`src/rtl/mvu_icb_csr_target.sv`:
```
// ICB responder for the MVU control/status register bank: decodes single-beat
// commands, launches jobs with a start pulse, tracks busy/done and drives the IRQ.
module mvu_icb_csr_target #(
  parameter int LEN_W = 16
) (
  input  logic             clk,
  input  logic             rst,
  input  logic             icb_cmd_valid,
  output logic             icb_cmd_ready,
  input  logic [31:0]      icb_cmd_addr,
  input  logic             icb_cmd_read,
  input  logic [31:0]      icb_cmd_wdata,
  input  logic [3:0]       icb_cmd_wmask,
  output logic             icb_rsp_valid,
  input  logic             icb_rsp_ready,
  output logic [31:0]      icb_rsp_rdata,
  output logic             icb_rsp_err,
  output logic             mvu_start,
  output logic [31:0]      mvu_src_addr,
  output logic [31:0]      mvu_dst_addr,
  output logic [LEN_W-1:0] mvu_len,
  input  logic             mvu_done,
  output logic             mvu_irq
);

  localparam logic [7:0] OFF_CTRL   = 8'h00;
  localparam logic [7:0] OFF_STATUS = 8'h04;
  localparam logic [7:0] OFF_SRC    = 8'h08;
  localparam logic [7:0] OFF_DST    = 8'h0C;
  localparam logic [7:0] OFF_LEN    = 8'h10;
  localparam logic [7:0] OFF_IRQEN  = 8'h14;

  logic [31:0]      src_q;
  logic [31:0]      dst_q;
  logic [LEN_W-1:0] len_q;
  logic             irqen_q;
  logic             busy_q;
  logic             done_q;

  logic [7:0]  off;
  logic        accept;
  logic        addr_bad;
  logic        wr_en;
  logic        start_req;
  logic        start_err;
  logic        start_ok;
  logic        done_w1c;
  logic [31:0] rd_data;
  logic        unused_ok;

  // Region select happens upstream, so only the low address byte matters.
  assign unused_ok = ^icb_cmd_addr[31:8];

  function automatic logic [31:0] merge_bytes(input logic [31:0] old_val,
                                              input logic [31:0] new_val,
                                              input logic [3:0]  mask);
    logic [31:0] res;
    res = old_val;
    for (int b = 0; b < 4; b++)
      if (mask[b]) res[8*b +: 8] = new_val[8*b +: 8];
    return res;
  endfunction

  // One outstanding response; a completing response frees the slot same cycle.
  assign icb_cmd_ready = !rst && (!icb_rsp_valid || icb_rsp_ready);
  assign accept        = icb_cmd_valid && icb_cmd_ready;
  assign off           = icb_cmd_addr[7:0];

  // NOTE: every always_comb output gets a default first, so no path can infer a latch.
  always_comb begin
    addr_bad  = (off[1:0] != 2'b00) || (off > OFF_IRQEN);
    wr_en     = 1'b0;
    start_req = 1'b0;
    start_err = 1'b0;
    start_ok  = 1'b0;
    done_w1c  = 1'b0;
    rd_data   = '0;
    if (accept && !addr_bad) begin
      if (icb_cmd_read) begin
        case (off)
          OFF_STATUS: rd_data = {30'd0, done_q, busy_q};
          OFF_SRC:    rd_data = src_q;
          OFF_DST:    rd_data = dst_q;
          OFF_LEN:    rd_data = 32'(len_q);
          OFF_IRQEN:  rd_data = {31'd0, irqen_q};
          default:    rd_data = '0;
        endcase
      end else begin
        // Start legality uses the pre-cycle busy, so a coincident done still rejects.
        start_req = (off == OFF_CTRL) && icb_cmd_wmask[0] && icb_cmd_wdata[0];
        start_err = start_req && (busy_q || (len_q == '0));
        start_ok  = start_req && !start_err;
        done_w1c  = (off == OFF_STATUS) && icb_cmd_wmask[0] && icb_cmd_wdata[1];
        wr_en     = 1'b1;
      end
    end
  end

  // NOTE: sequential state uses non-blocking assignments so all registers update together.
  always_ff @(posedge clk) begin
    // NOTE: every register here is a real flop with a defined reset; there is no memory array.
    if (rst) begin
      src_q         <= '0;
      dst_q         <= '0;
      len_q         <= '0;
      irqen_q       <= 1'b0;
      busy_q        <= 1'b0;
      done_q        <= 1'b0;
      mvu_start     <= 1'b0;
      mvu_irq       <= 1'b0;
      icb_rsp_valid <= 1'b0;
      icb_rsp_rdata <= '0;
      icb_rsp_err   <= 1'b0;
    end else begin
      mvu_start <= start_ok;
      mvu_irq   <= done_q && irqen_q;

      if (wr_en) begin
        case (off)
          OFF_SRC:   src_q <= merge_bytes(src_q, icb_cmd_wdata, icb_cmd_wmask);
          OFF_DST:   dst_q <= merge_bytes(dst_q, icb_cmd_wdata, icb_cmd_wmask);
          OFF_LEN:   len_q <= LEN_W'(merge_bytes(32'(len_q), icb_cmd_wdata, icb_cmd_wmask));
          OFF_IRQEN: if (icb_cmd_wmask[0]) irqen_q <= icb_cmd_wdata[0];
          default:   ;
        endcase
      end

      if (start_ok)      busy_q <= 1'b1;
      else if (mvu_done) busy_q <= 1'b0;

      // Completion set wins over a same-cycle software clear.
      if (mvu_done)      done_q <= 1'b1;
      else if (done_w1c) done_q <= 1'b0;

      if (accept) begin
        icb_rsp_valid <= 1'b1;
        icb_rsp_rdata <= rd_data;
        icb_rsp_err   <= addr_bad || start_err;
      end else if (icb_rsp_ready) begin
        icb_rsp_valid <= 1'b0;
      end
    end
  end

  assign mvu_src_addr = src_q;
  assign mvu_dst_addr = dst_q;
  assign mvu_len      = len_q;

endmodule

```
`config.mk`:
```
export PLATFORM = sky130hd
export DESIGN_NAME = mvu_icb_csr_target
export DESIGN_NICKNAME = d
export VERILOG_FILES = /design/src/rtl/mvu_icb_csr_target.sv
export SDC_FILE = /design/constraint.sdc
export NUM_CORES = 1
export LEC_CHECK = 0
export BUFFER_PORTS_ARGS = -buffer_cell sky130_fd_sc_hd__clkbuf_2
export CAP_MARGIN = 10
export CELL_PAD_IN_SITES_DETAIL_PLACEMENT = 1
export CELL_PAD_IN_SITES_GLOBAL_PLACEMENT = 1
export CORE_MARGIN = 4
export CORE_UTILIZATION = 33
export CTS_BUF_LIST = sky130_fd_sc_hd__clkbuf_8
export DETAILED_ROUTE_END_ITERATION = 16
export PLACE_DENSITY = 0.79
export SLEW_MARGIN = 15
export SYNTH_ARGS = -nofsm -noshare
export SYNTH_HDL_FRONTEND = slang
export SYNTH_SLANG_ARGS = --single-unit
```
`constraint.sdc`:
```
create_clock -name clk -period 1.48 [get_ports clk]
set_input_delay 0.074 -clock clk [delete_from_list [all_inputs] [get_ports clk]]
set_output_delay 0.074 -clock clk [all_outputs]
set_load 0.01 [all_outputs]
```
=== Word level (Yosys, flattened, before mapping) ===
Index checks and enable logic that the tools add are counted.

* Bits in registers: 119
* Input bits: 74
* Output and inout port bits: 117
* Logic and storage cells: 76

* $lt $le $gt $ge: 1
* Equality and inequality tests: 5
* Muxes and demuxes: 17
* Reduce and logical (&&, ||, !) cells: 35

{| class="wikitable"
|+ Operators with widths
! cell !! count
|-
| case mux 32 bit (5 select lines) || 1
|-
| 2-to-1 mux 32 bit || 2
|-
| AND reduction 3 bit || 11
|-
| == test 8 x 4 -> 1 bit (second input constant) || 2
|-
| == test 8 x 5 -> 1 bit (second input constant) || 2
|-
| zero test 16 bit || 1
|-
| 2-to-1 mux 1 bit || 14
|-
| logical AND 1 bit || 10
|-
| == test 8 x 3 -> 1 bit (second input constant) || 1
|-
| greater-than comparator 8 x 5 -> 1 bit (second input constant) || 1
|-
| zero test 8 bit || 1
|-
| nonzero test 2 bit || 4
|-
| zero test 1 bit || 4
|-
| logical OR 1 bit || 4
|}

=== Longest topological paths before layout ===
Gate-level depths: netlist of run 1.

* Depth after elaboration: 9
* Gate-level depth with buffers: 7
* Mapped depth without buffers: 4

=== Worst setup path before layout of run 1 ===
OpenSTA, ideal clock, no wires.

* Path kind: reg-to-reg
* From: reg icb_rsp_valid
* To: reg dst_q[24] (netlist: mvu_dst_addr[24])
* Library setup time: 0.070 ns
* Arrival time: 1.518 ns
* Required time: 1.410 ns
* Path slack: -0.108 ns
* Cell stages (with the launch flop): 6
* Path buffers: 1
* Clock period less this slack: 1.588 ns
* Cells stage by stage: dfxtp_1 -> nor2b_1 -> nor4_4 -> clkbuf_1 -> nand4_1 -> a21oi_1

* Cells in the longest elaborated chain, start to end: 7

{| class="wikitable"
|+ RTL lines
! element !! RTL line !! text
|-
| start: declaration || 14 || <nowiki>output logic icb_rsp_valid,</nowiki>
|-
| start signal: assignment || 111 || <nowiki>icb_rsp_valid <= 1'b0;</nowiki>
|-
| start signal: assignment || 136 || <nowiki>icb_rsp_valid <= 1'b1;</nowiki>
|-
| start signal: assignment || 140 || <nowiki>icb_rsp_valid <= 1'b0;</nowiki>
|-
| zero test 1 bit || 65 || <nowiki>assign icb_cmd_ready = !rst && (!icb_rsp_valid || icb_rsp_ready);</nowiki>
|-
| logical OR 1 bit || 65 ||
|-
| logical AND 1 bit || 65 ||
|-
| logical AND 1 bit || 66 || <nowiki>assign accept = icb_cmd_valid && icb_cmd_ready;</nowiki>
|-
| logical AND 1 bit || 78 || <nowiki>if (accept && !addr_bad) begin</nowiki>
|-
| 2-to-1 mux 1 bit || 78 ||
|-
| AND reduction 3 bit (no line) || n/a ||
|-
| end signal: assignment || 121 || <nowiki>OFF_DST: dst_q <= merge_bytes(dst_q, icb_cmd_wdata, icb_cmd_wmask);</nowiki>
|-
| end: declaration || 34 || <nowiki>logic [31:0] dst_q;</nowiki>
|}

No other way between the ends.
A chain may end at the register's enable or synchronous reset.

=== Worst setup path in the final report of run 1 ===
* From: reg len_q[15] (netlist: mvu_len[15])
* To: reg busy_q

* Cells in the longest elaborated chain, start to end: 8
* Elaborated cells between the ends (all ways): 9
* Classes of those cells: mux: 3; reduce/logical: 6

{| class="wikitable"
|+ RTL lines
! element !! RTL line !! text
|-
| start: declaration || 35 || <nowiki>logic [LEN_W-1:0] len_q;</nowiki>
|-
| start signal: assignment || 122 || <nowiki>OFF_LEN: len_q <= LEN_W'(merge_bytes(32'(len_q), icb_cmd_wdata, icb_cmd_wmask));</nowiki>
|-
| zero test 16 bit (*) || 91 || <nowiki>start_err = start_req && (busy_q || (len_q == '0));</nowiki>
|-
| logical OR 1 bit (*) || 91 ||
|-
| logical AND 1 bit (*) || 91 ||
|-
| zero test 1 bit (*) || 92 || <nowiki>start_ok = start_req && !start_err;</nowiki>
|-
| logical AND 1 bit (*) || 92 ||
|-
| 2-to-1 mux 1 bit (*) || 79 || <nowiki>if (icb_cmd_read) begin</nowiki>
|-
| 2-to-1 mux 1 bit (*) || 78 ||
|-
| 2-to-1 mux 1 bit / nonzero test 2 bit (equally long branches) || n/a ||
|-
| end signal: assignment || 107 || <nowiki>busy_q <= 1'b0;</nowiki>
|-
| end signal: assignment || 128 || <nowiki>if (start_ok) busy_q <= 1'b1;</nowiki>
|-
| end signal: assignment || 129 || <nowiki>else if (mvu_done) busy_q <= 1'b0;</nowiki>
|-
| end: declaration || 37 || <nowiki>logic busy_q;</nowiki>
|}

Every way passes the cells marked *; elsewhere a longest branch is shown, timed or not.

==> results of run 1 <==
## state kept, by name, summed over array words and instances (netlist names)
signal and count:
busy_q 1, done_q 1, icb_rsp_err 1, icb_rsp_rdata 32
icb_rsp_valid 1, irqen_q 1, mvu_dst_addr 32, mvu_irq 1
mvu_len 16, mvu_src_addr 32, mvu_start 1
## final cells by class
class,instances,area share (%)
multi-input combinational,419,35.6
sequential,119,30.5
timing repair buffer,277,24.6
tap,211,3.38
clock buffer,18,3.17
clock inverter,14,2.56
inverter,2,0.0961
## tightest hold or removal path, cell delays in order
cell and delay, ps:
clkbuf_2 130, nor2b_4 70, nor2_1 110, nor2_1 60
## cell usage after synthesis (12+ instances only)
master and instances:
nor2b_1 12, nand4_1 39, a21oi_1 83, buf_2 13, clkbuf_1 38, a221o_1 14
nand3_1 54, a22oi_1 17, nand2_1 21, dfxtp_1 119, o21ai_0 89, mux2i_1 18
## how the worst min path moves through the flow
stage | from | to | slack [ps] | cells past startpoint
after floorplan | icb_cmd_valid | icb_rsp_valid$_SDFFE_PP0P_ | 190 | 2
after global placement | mvu_done | done_q$_SDFFE_PP0P_ | 330 | 3
after detailed placement | mvu_done | done_q$_SDFFE_PP0P_ | 340 | 3
after CTS | icb_cmd_addr[4] | mvu_start$_SDFF_PP0_ | 70 | 3
after global routing | icb_rsp_ready | icb_rsp_valid$_SDFFE_PP0P_ | 50 | 4
final | icb_rsp_ready | icb_rsp_valid$_SDFFE_PP0P_ | 40 | 4
## per-layer routing
metal | vias to the layer above | part of all wire (%)
li1 | 2760 | -
met1 | 3006 | 40
met2 | 275 | 51
met3 | 41 | 6.8
met4 | 0 | 2.5
met5 | - | 0
## logic make-up (layout without fill, tap and decap cells)
| group | count (synthesis) | after routing | share of synthesized area [%] |
|---|---|---|---|
| compound gates | 219 | 219 | 23.7 |
| simple gates | 182 | 182 | 21.9 |
| flops | 119 | 119 | 45.8 |
| buf+inv | 60 | 311 | 5.07 |
| mux | 18 | 18 | 3.46 |
## repair_timing
action,in CTS,in global routing
pin swaps,2,7
hold buffers,34,0
gates resized for setup,14,45
cloned,0,0
buffers inserted,6,5
endpoints found under the hold margin,84,0
endpoints found under the setup margin,80,88
## power by group through the flow
stage	Combinational, mW	Sequential (mW)	Clock (mW)
6_report	0.636	3.21	3.29
5_1_grt	0.669	3.21	3.53
4_1_cts	0.597	3.21	3.36
3_5_place_dp	0.505	3.28	0
3_3_place_gp	0.486	3.28	0
2_1_floorplan	0.227	3.29	0
==> summary.txt, run 1 <==
Placement
  – Detail Placement HPWL: 15100 µm
  – Setup slack at placement: -380 ps
  – Port bufs: 166
  – Dpl cells: roughly 980
  – Area of placed instances: 0.00669 mm²
  – Gpl congestion: 0.815

Synth
  – Ys Warns: 0
  – Post-synth top area cell: dfxtp_1
  – Sequential-to-total area share from yosys stat: between 40% and 50%
  – FF+latch count, synth: ~120
  – Ys async rst share: 0%
  – Synth unique cells: 41
  – Mean area per synthesized cell: 8.70 µm²
  – Post-synth top area share: around 46%
  – Synth Cell Area: 0.00520 mm²
  – Main flop type after synthesis: dfxtp_1
  – Synth Instances: 598
  – Synth top area cells: dfxtp_1 46%, o21ai_0 8.6%, a21oi_1 8.0%
  – Post-synth EDFFs: 0
  – Syn nets: 672

STA
  – Final min period: around 1500 ps
  – Max Slew Vio Count: 0
  – Final Setup Violations: 0
  – Hold_ws: 44.8 ps
  – Setup tns final: 0 ps
  – RSZ-0062 raised after global routing: yes
  – Max_slew headroom: 34.7%
  – Setup Skew: 11.1 ps
  – Post-route worst setup slack: 9.42 ps
  – Worst slew pin tran: about 980 ps
  – Fmax: 680 MHz
  – Final hold violation count: 0
  – Crit share post-route: between 90 and 100%

Layout
  – Final net count: 910
  – Most common cell after layout, fill and taps aside: clkbuf_2
  – Multi-input logic area: roughly 0.0028 mm²
  – Final Non-Filler Cells: 1060
  – Most frequent cells in the layout: 165 x clkbuf_2, 116 x dfxtp_1, 79 x a21oi_1
  – Share of cells above drive strength 1: a little under two fifths
  – Register Area: 0.00239 mm²
  – Number of fillers in the final layout: 1799
  – Area Growth Syn to Fin: 50.1%
  – Layout Utilization: 51.0%
  – N_diodes: 0
  – Post-route cell area: roughly 0.008 mm²

Critical path
  – R2r setup slk: approximately 9.4 ps
  – Critical path class: reg2reg
  – Most frequent CP cell: buf_4
  – Type of origin of the critical path: register
  – FF-to-FF path depth: 5
  – Critical path startpoint: mvu_len[15]$_SDFFE_PP0P_
  – FF-to-FF End: busy_q$_SDFFE_PP0P_
  – RR Startpoint: mvu_len[15]$_SDFFE_PP0P_
  – Number of cells on the critical path: 5
  – Critical path, cell by cell: nor4_2 -> buf_4 -> a41oi_4 -> buf_4 -> a31o_2
  – Delay-heaviest family, CP: buffers and inverters
  – CP max-delay cell: nor4_2
  – Crit path largest cell delay: around 330 ps
  – CP arrival: 1800 ps
  – Worst Setup EP: busy_q$_SDFFE_PP0P_
  – CP max FO: 3
  – CP endpoint kind: register
  – WP buf/inv: 2
  – Worst path required time: 1810 ps

Pwr
  – Psw: 1.78 mW
  – Total power: 7.14 mW
  – Max IR drop VDD: 0.449 mV
  – Net Sw Frac: 25.0%
  – Int Pwr: between 5 and 6 mW
  – PD cells: 914 mW/mm²
  – Seq pwr share: 45.0%
  – Comb pwr share: 8.9%
  – Static leakage: 3.09 nW
  – Clock power share: 46.1%

GRT
  – Met3 track demand over resource: around 5.7%
  – Overflow after GRT: 0
  – First-pass GRT wire length: approximately 34000 µm
  – Initial antenna violation count: 0
  – Largest net degree at the start of global routing: 88
  – M2 GR Usage: 42.6%
  – Routing usage on met1: 28.4%
  – Vias in the first global route: 6389
  – Most used routing layer: met2
  – GRT Overall Usage: about 24%

CTS
  – H-tree levels: 4
  – Root buf cell: clkbuf_8
  – CTS Buffer Depth: 2
  – Clock tree sinks: around 120
  – Clock Latency Late Sink: 440 ps
  – Num CTS Buffers: 17
  – Clock transition at the registers of the reported paths: 70 ps
  – TritonCTS clock tree: yes

Drt
  – WL/cell: approximately 21 µm
  – Vias/cell: 5.74
  – Antenna Nets Post-Route: 0
  – DR vias: 6082
  – DR iter-0 viols: 365
  – Routed wire length: 22100 µm
  – Drt drc: 0
  – Drt first pass iters: 5

Die
  – Ports: 191
  – Die Width: 134 µm
  – Initial Utilization: about a third
  – CORE AREA: 0.0153 mm²
  – Die height: 134 µm
  – DIE AREA: 0.0178 mm²
  – Number of cell rows: 45

Outcome
  – Status: finished, final reports clean

Min path
  – HP Class: in2reg

Job
  – Max-cap violations: 0
Power figures use the tool's default switching activity.
==> inputs of run 2 (changes only) <==
ABC_CLOCK_PERIOD_IN_PS = 1480   (was not set)
RECOVER_POWER = 50   (was not set)
==> run 2 against run 1 <==
Compared with the run above:
- clock skew rose by 1.7 ps
- register-to-register slack barely moved
- power rose by 0.10%
- highest routed layer unchanged
- global-route usage did not move
==> summary.txt, run 2 (synthesized netlist as in run 1, its figures left out) <==
STA
  – Setup tns final: 0 ps (unchanged)
  – Hold_ws: 45.4 ps (+0.618 ps)
  – Final min period: 1460 ps (-9.07 ps)
  – RSZ-0062 raised after global routing: yes
  – Crit share post-route: 98.8% (-0.61 points)
  – Fmax: 684 MHz (+0.62%)
  – Final hold violation count: 0 (unchanged)
  – Max Slew Vio Count: 0 (unchanged)
  – Final Setup Violations: 0 (unchanged)
  – Worst slew pin tran: 998 ps (+18.3 ps)
  – Max_slew headroom: 33.5% (-1.2 points)
  – Setup Skew: 12.9 ps (+1.74 ps)

Critical path
  – Type of origin of the critical path: register
  – Critical path class: reg2reg
  – CP endpoint kind: register
  – CP arrival: 1790 ps (about the same)
  – Worst path required time: 1810 ps (about the same)
  – CP max FO: 3 (unchanged)

GRT
  – Vias in the first global route: 6389 (unchanged)
  – GRT Overall Usage: 24.2% (unchanged)
  – Overflow after GRT: 0 (unchanged)
  – Initial antenna violation count: 0 (unchanged)
  – Largest net degree at the start of global routing: 88 (unchanged)
  – First-pass GRT wire length: 34400 µm (unchanged)

Layout
  – Final net count: 910 (unchanged)
  – Share of cells above drive strength 1: 25.1% (-13 points)
  – Number of fillers in the final layout: 1857 (+3.2%)
  – Most frequent cells in the layout: 116 x dfxtp_1, 108 x clkbuf_1, 79 x a21oi_1
  – Area Growth Syn to Fin: 47.3%
  – Most common cell after layout, fill and taps aside: dfxtp_1
  – N_diodes: 0 (unchanged)

Min path
  – HP Class: in2reg

Pwr
  – Total power: 7.15 mW (+0.10%)
  – Psw: 1.79 mW (+0.49%)
  – Clock power share: 46.2% (about the same)
  – Net Sw Frac: 25.1% (+0.097 points)
  – PD cells: 933 mW/mm² (+2.0%)
  – Int Pwr: 5.36 mW (about the same)
  – Max IR drop VDD: 0.452 mV (+0.75%)
  – Comb pwr share: 8.9% (about the same)
  – Static leakage: 2.71 nW (-12%)
  – Seq pwr share: 44.9% (about the same)

Placement
  – Detail Placement HPWL: 15100 µm (unchanged)
  – Gpl congestion: 0.815 (unchanged)
  – Port bufs: 166 (unchanged)

Drt
  – Drt drc: 0 (unchanged)
  – DR vias: 6111 (+0.48%)
  – Drt first pass iters: 5 (unchanged)
  – Antenna Nets Post-Route: 0 (unchanged)
  – WL/cell: 21.0 µm (+0.73%)
  – Vias/cell: 5.77 (+0.48%)
  – Routed wire length: 22300 µm (+0.73%)
  – DR iter-0 viols: 423 (+16%)

CTS
  – TritonCTS clock tree: yes
  – Clock tree sinks: 119 (unchanged)
  – Root buf cell: clkbuf_8
  – Clock transition at the registers of the reported paths: 70 ps (about the same)
  – CTS Buffer Depth: 2 (unchanged)
  – H-tree levels: 4 (unchanged)
  – Clock Latency Late Sink: 450 ps (about the same)
  – Num CTS Buffers: 17 (unchanged)

Die
  – Initial Utilization: 34.0% (unchanged)
  – DIE AREA: 0.0178 mm² (unchanged)
  – Die height: 134 µm (unchanged)
  – Die Width: 134 µm (unchanged)
  – Number of cell rows: 45 (unchanged)
  – Ports: 191 (unchanged)
  – CORE AREA: 0.0153 mm² (unchanged)

Outcome
  – Status: finished, final reports clean

Job
  – Max-cap violations: 0 (unchanged)
## run 2: changes by cell type in the layout (fill, tap and decap cells not counted), sizes merged
cell | before | now
clkbuf | 183 | 188
buf | 78 | 73
## run 2: power groups by stage
stage	Combinational, mW	Clock, mW	Sequential (mW)
finish	0.633	3.30	3.21
global route	0.667	3.53	3.21
CTS	0.597	3.36	3.21
detailed placement	0.505	0	3.28
global placement	0.486	0	3.28
floorplan	0.227	0	3.29
## run 2: what timing repair did
action / 4_1_cts / 5_1_grt
setup endpoints to repair: 80 / 88
hold buffers: 34 / 0
setup buffers: 6 / 5
hold endpoints to repair: 84 / 0
pin swaps: 2 / 7
resized for setup: 14 / 45
## run 2: layout make-up
cell class | count | area, µm² | area share [%]
flip-flops and latches | 119 | 2390 | 31.1
clock buffers | 18 | 248 | 3.23
clock inverters | 14 | 200 | 2.61
inverters | 2 | 7.51 | 0.0980
well taps | 211 | 264 | 3.44
repair buffers | 277 | 1770 | 23.2
multi-input cells | 419 | 2780 | 36.3
## run 2: critical path, cell delays in order (launching register included)
cell	delay (ps)
dfxtp_1	320
nor4_2	320
buf_4	180
a41oi_4	140
buf_4	170
a31o_2	210
## run 2: worst paths after layout
path | startpoint | to | slack [ps] | cells past startpoint
max | mvu_len[15]$_SDFFE_PP0P_ | busy_q$_SDFFE_PP0P_ | 20 | 5
min | icb_rsp_ready | icb_rsp_valid$_SDFFE_PP0P_ | 50 | 4
max reg2reg | mvu_len[15]$_SDFFE_PP0P_ | busy_q$_SDFFE_PP0P_ | 20 | 5
min reg2reg | icb_rsp_rdata[17]$_SDFFE_PP0P_ | icb_rsp_rdata[17]$_SDFFE_PP0P_ | 450 | 2
## run 2: through the flow
step	util (%)	instances	cell area [µm²]	worst slack (ps)
4_1_cts	49.8	1056	7620	7.79
3_3_place_gp	43.7	984	6690	-242
2_1_floorplan	-	598	5240	-87.7
3_5_place_dp	43.7	984	6690	-380
5_1_grt	50.0	1060	7660	-53.5
6_report	50.0	1060	7660	18.5
## run 2: per-layer routing
| layer | up-vias | global-route usage, % | routed length [µm] |
|---|---|---|---|
| li1 | 2753 | - | - |
| met1 | 3013 | 28.4 | 8870 |
| met2 | 295 | 42.6 | 11300 |
| met3 | 50 | 5.70 | 1490 |
| met4 | 0 | 9.89 | 587 |
| met5 | - | 0 | 0 |
==> inputs of run 3 (changes only) <==
ABC_CLOCK_PERIOD_IN_PS = 1200   (was 1480)
SLEW_MARGIN = not set   (was 15)
clock period = 1.2 ns   (was 1.48 ns; I/O delays follow)
==> run 3 against run 2 <==
Compared with the run above:
- the flow now finishes with violations (setup timing)
- global-route usage grew 2.2 points
- maximum frequency grew 1.2%
- clock power grew 21%
- power grew 24%
- via count grew 3.9%
- critical path depth grew 2
- count of clock-buffer cells in the layout grew 1
- setup slack lost 260 ps
- combinational power grew 41%
- register-to-register slack lost 260 ps
- wire length grew 14%
- clock skew shrank 0.96 ps
- critical path type unchanged
==> summary.txt, run 3 (synthesized netlist as in run 1, its figures left out) <==
STA
  – Max Slew Vio Count: 0 (unchanged)
  – Final Setup Violations: 118 (+118)
  – Final min period: 1440 ps (-17.5 ps)
  – Setup Skew: 11.9 ps (-0.956 ps)
  – Max_slew headroom: 63.5% (+30 points)
  – Worst slew pin tran: 546 ps (-451 ps)
  – Hold_ws: 80.2 ps (+34.8 ps)
  – Fmax: 693 MHz (+1.2%)
  – Crit share post-route: 120% (+22 points)
  – RSZ-0062 raised after global routing: yes
  – Post-route worst setup slack: -244 ps (-262 ps)
  – Final hold violation count: 0 (unchanged)

Critical path
  – Critical path, cell by cell: nor2b_4 -> buf_6 -> nor3_4 -> buf_6 -> clkbuf_16 -> nand3_2 -> a21oi_1
  – CP max-delay cell: dfxtp_4
  – Crit path largest cell delay: 360 ps (+40 ps)
  – Type of origin of the critical path: register
  – Delay-heaviest family, CP: buffers and inverters
  – CP max FO: 8 (+5)
  – Critical path startpoint: icb_rsp_valid$_SDFFE_PP0P_
  – WP buf/inv: 3 (+1)
  – Critical path class: reg2reg
  – CP arrival: 1820 ps (+30 ps)
  – Worst path required time: 1580 ps (-230 ps)
  – RR Startpoint: icb_rsp_valid$_SDFFE_PP0P_
  – FF-to-FF path depth: 7 (+2)
  – FF-to-FF End: mvu_dst_addr[15]$_SDFFE_PP0P_
  – R2r setup slk: -240 ps (-260 ps)
  – Most frequent CP cell: buf_6
  – CP endpoint kind: register
  – Number of cells on the critical path: 7 (+2)

GRT
  – First-pass GRT wire length: 37200 µm (+8.0%)
  – Largest net degree at the start of global routing: 36 (-59%)
  – GRT Overall Usage: 26.4% (+2.2 points)
  – Initial antenna violation count: 0 (unchanged)
  – Vias in the first global route: 6678 (+4.5%)
  – Overflow after GRT: 0 (unchanged)

Die
  – Number of cell rows: 45 (unchanged)
  – Die Width: 134 µm (unchanged)
  – Ports: 191 (unchanged)
  – Die height: 134 µm (unchanged)
  – DIE AREA: 0.0178 mm² (unchanged)
  – Initial Utilization: 34.0% (unchanged)
  – CORE AREA: 0.0153 mm² (unchanged)

Min path
  – Worst hold path depth: 4 (unchanged)
  – Hold Path Sink: mvu_src_addr[1]$_SDFFE_PP0P_
  – Min-Delay Startpoint: icb_cmd_wmask[0]
  – HP Class: in2reg

CTS
  – Root buf cell: clkbuf_8
  – Clock transition at the registers of the reported paths: 70 ps (about the same)
  – TritonCTS clock tree: yes
  – Clock Latency Late Sink: 460 ps (about the same)
  – H-tree levels: 4 (unchanged)
  – CTS Buffer Depth: 2 (unchanged)
  – Clock tree sinks: 119 (unchanged)
  – Num CTS Buffers: 17 (unchanged)

Drt
  – DR vias: 6350 (+3.9%)
  – Routed wire length: 25400 µm (+14%)
  – Drt first pass iters: 5 (unchanged)
  – WL/cell: 23.4 µm (+11%)
  – Drt drc: 0 (unchanged)
  – Antenna Nets Post-Route: 0 (unchanged)
  – Vias/cell: 5.84 (+1.2%)
  – DR iter-0 viols: 469 (+11%)

Placement
  – Gpl congestion: 0.862 (+5.9%)
  – Area of placed instances: 0.00692 mm² (+3.5%)
  – Detail Placement HPWL: 15800 µm (+4.7%)
  – Port bufs: 166 (unchanged)

Pwr
  – Seq pwr share: 44.9% (about the same)
  – Max IR drop VDD: 0.722 mV (+60%)
  – Int Pwr: 6.65 mW (+24%)
  – Total power: 8.84 mW (+24%)
  – Clock power share: 45.0% (-1.2 points)
  – Static leakage: 3.22 nW (+19%)
  – PD cells: 1040 mW/mm² (+11%)
  – Comb pwr share: 10.1% (+1.2 points)
  – Net Sw Frac: 24.7% (-0.38 points)
  – Psw: 2.18 mW (+22%)

Layout
  – Most frequent cells in the layout: 146 x clkbuf_2, 105 x dfxtp_1, 68 x buf_4
  – Final net count: 938 (+3.1%)
  – Share of cells above drive strength 1: 48.7% (+24 points)
  – Layout Utilization: 55.6% (+5.6 points)
  – N_diodes: 0 (unchanged)
  – Area Growth Syn to Fin: 63.8%
  – Number of fillers in the final layout: 1756 (-5.4%)
  – Post-route cell area: 0.00852 mm² (+11%)
  – Most common cell after layout, fill and taps aside: clkbuf_2

Job
  – Max-cap violations: 0 (unchanged)

Outcome
  – Status: finished with violations
  – Failing checks: setup timing
==> run 3: cell types whose count changed in the layout (fill, tap and decap cells not counted), sizes merged <==
cell | previous run | this run
clkinv | 6 | 4
inv | 3 | 6
buf | 73 | 105
clkbuf | 188 | 185
clkinvlp | 3 | 1
==> run 3: per-stage QoR <==
step           worst slack, ps  cells  TNS [ps]
3_3_place_gp              -414   1006    -39940
5_1_grt                   -336   1088    -22250
2_1_floorplan             -353    598    -26970
3_5_place_dp              -508   1006    -46060
4_1_cts                   -243   1086    -12760
6_report                  -244   1088    -15950
==> run 3: worst max-delay path by stage <==
stage	endpoint
2_1_floorplan	icb_rsp_rdata[10]$_SDFFE_PP0P_
3_3_place_gp	icb_rsp_rdata[4]$_SDFFE_PP0P_
3_5_place_dp	icb_rsp_rdata[27]$_SDFFE_PP0P_
4_1_cts	icb_cmd_ready
5_1_grt	mvu_dst_addr[26]$_SDFFE_PP0P_
6_report	mvu_dst_addr[15]$_SDFFE_PP0P_
==> run 3: area by class of cell <==
class / count / area [µm²] / share of cell area [%]
Multi-Input combinational cell: 419 / 3200 / 37.6
Sequential cell: 119 / 2400 / 28.2
Timing Repair Buffer: 305 / 2220 / 26.1
Tap cell: 211 / 264 / 3.10
Clock buffer: 19 / 262 / 3.07
Clock inverter: 13 / 163 / 1.91
Inverter: 2 / 7.51 / 0.0881
==> run 3: repair_timing <==
action                     CTS  global route
resized for setup           95           113
pin swaps                   47            51
hold buffers                34             0
gates cloned                 3             2
buffers inserted            12             2
hold endpoints to repair    84             0
setup endpoints to repair  102           125
==> run 3: worst min-delay path: cells and delay by family <==
family | cells | cell delay [ps]
buffers and inverters | 2 | 280
AOI/OAI and AO/OA | 1 | 60
and+or+nand+nor | 1 | 80
==> run 3: power by group through the flow <==
stage          clock network, mW  registers [mW]  logic (mW)
3_3_place_gp                   0            4.05       0.658
2_1_floorplan                  0            4.06       0.302
5_1_grt                     4.21            3.96       0.934
4_1_cts                     4.01            3.96       0.821
6_report                    3.98            3.96       0.895
3_5_place_dp                   0            4.05       0.688
==> run 3: per-layer routing <==
metal / track usage, % / vias up / part of all wire (%)
met4: 11.0 / 0 / 3.2
met1: 30.8 / 3158 / 39
li1: - / 2804 / -
met3: 5.44 / 63 / 6.1
met5: 0 / - / 0
met2: 47.0 / 325 / 52
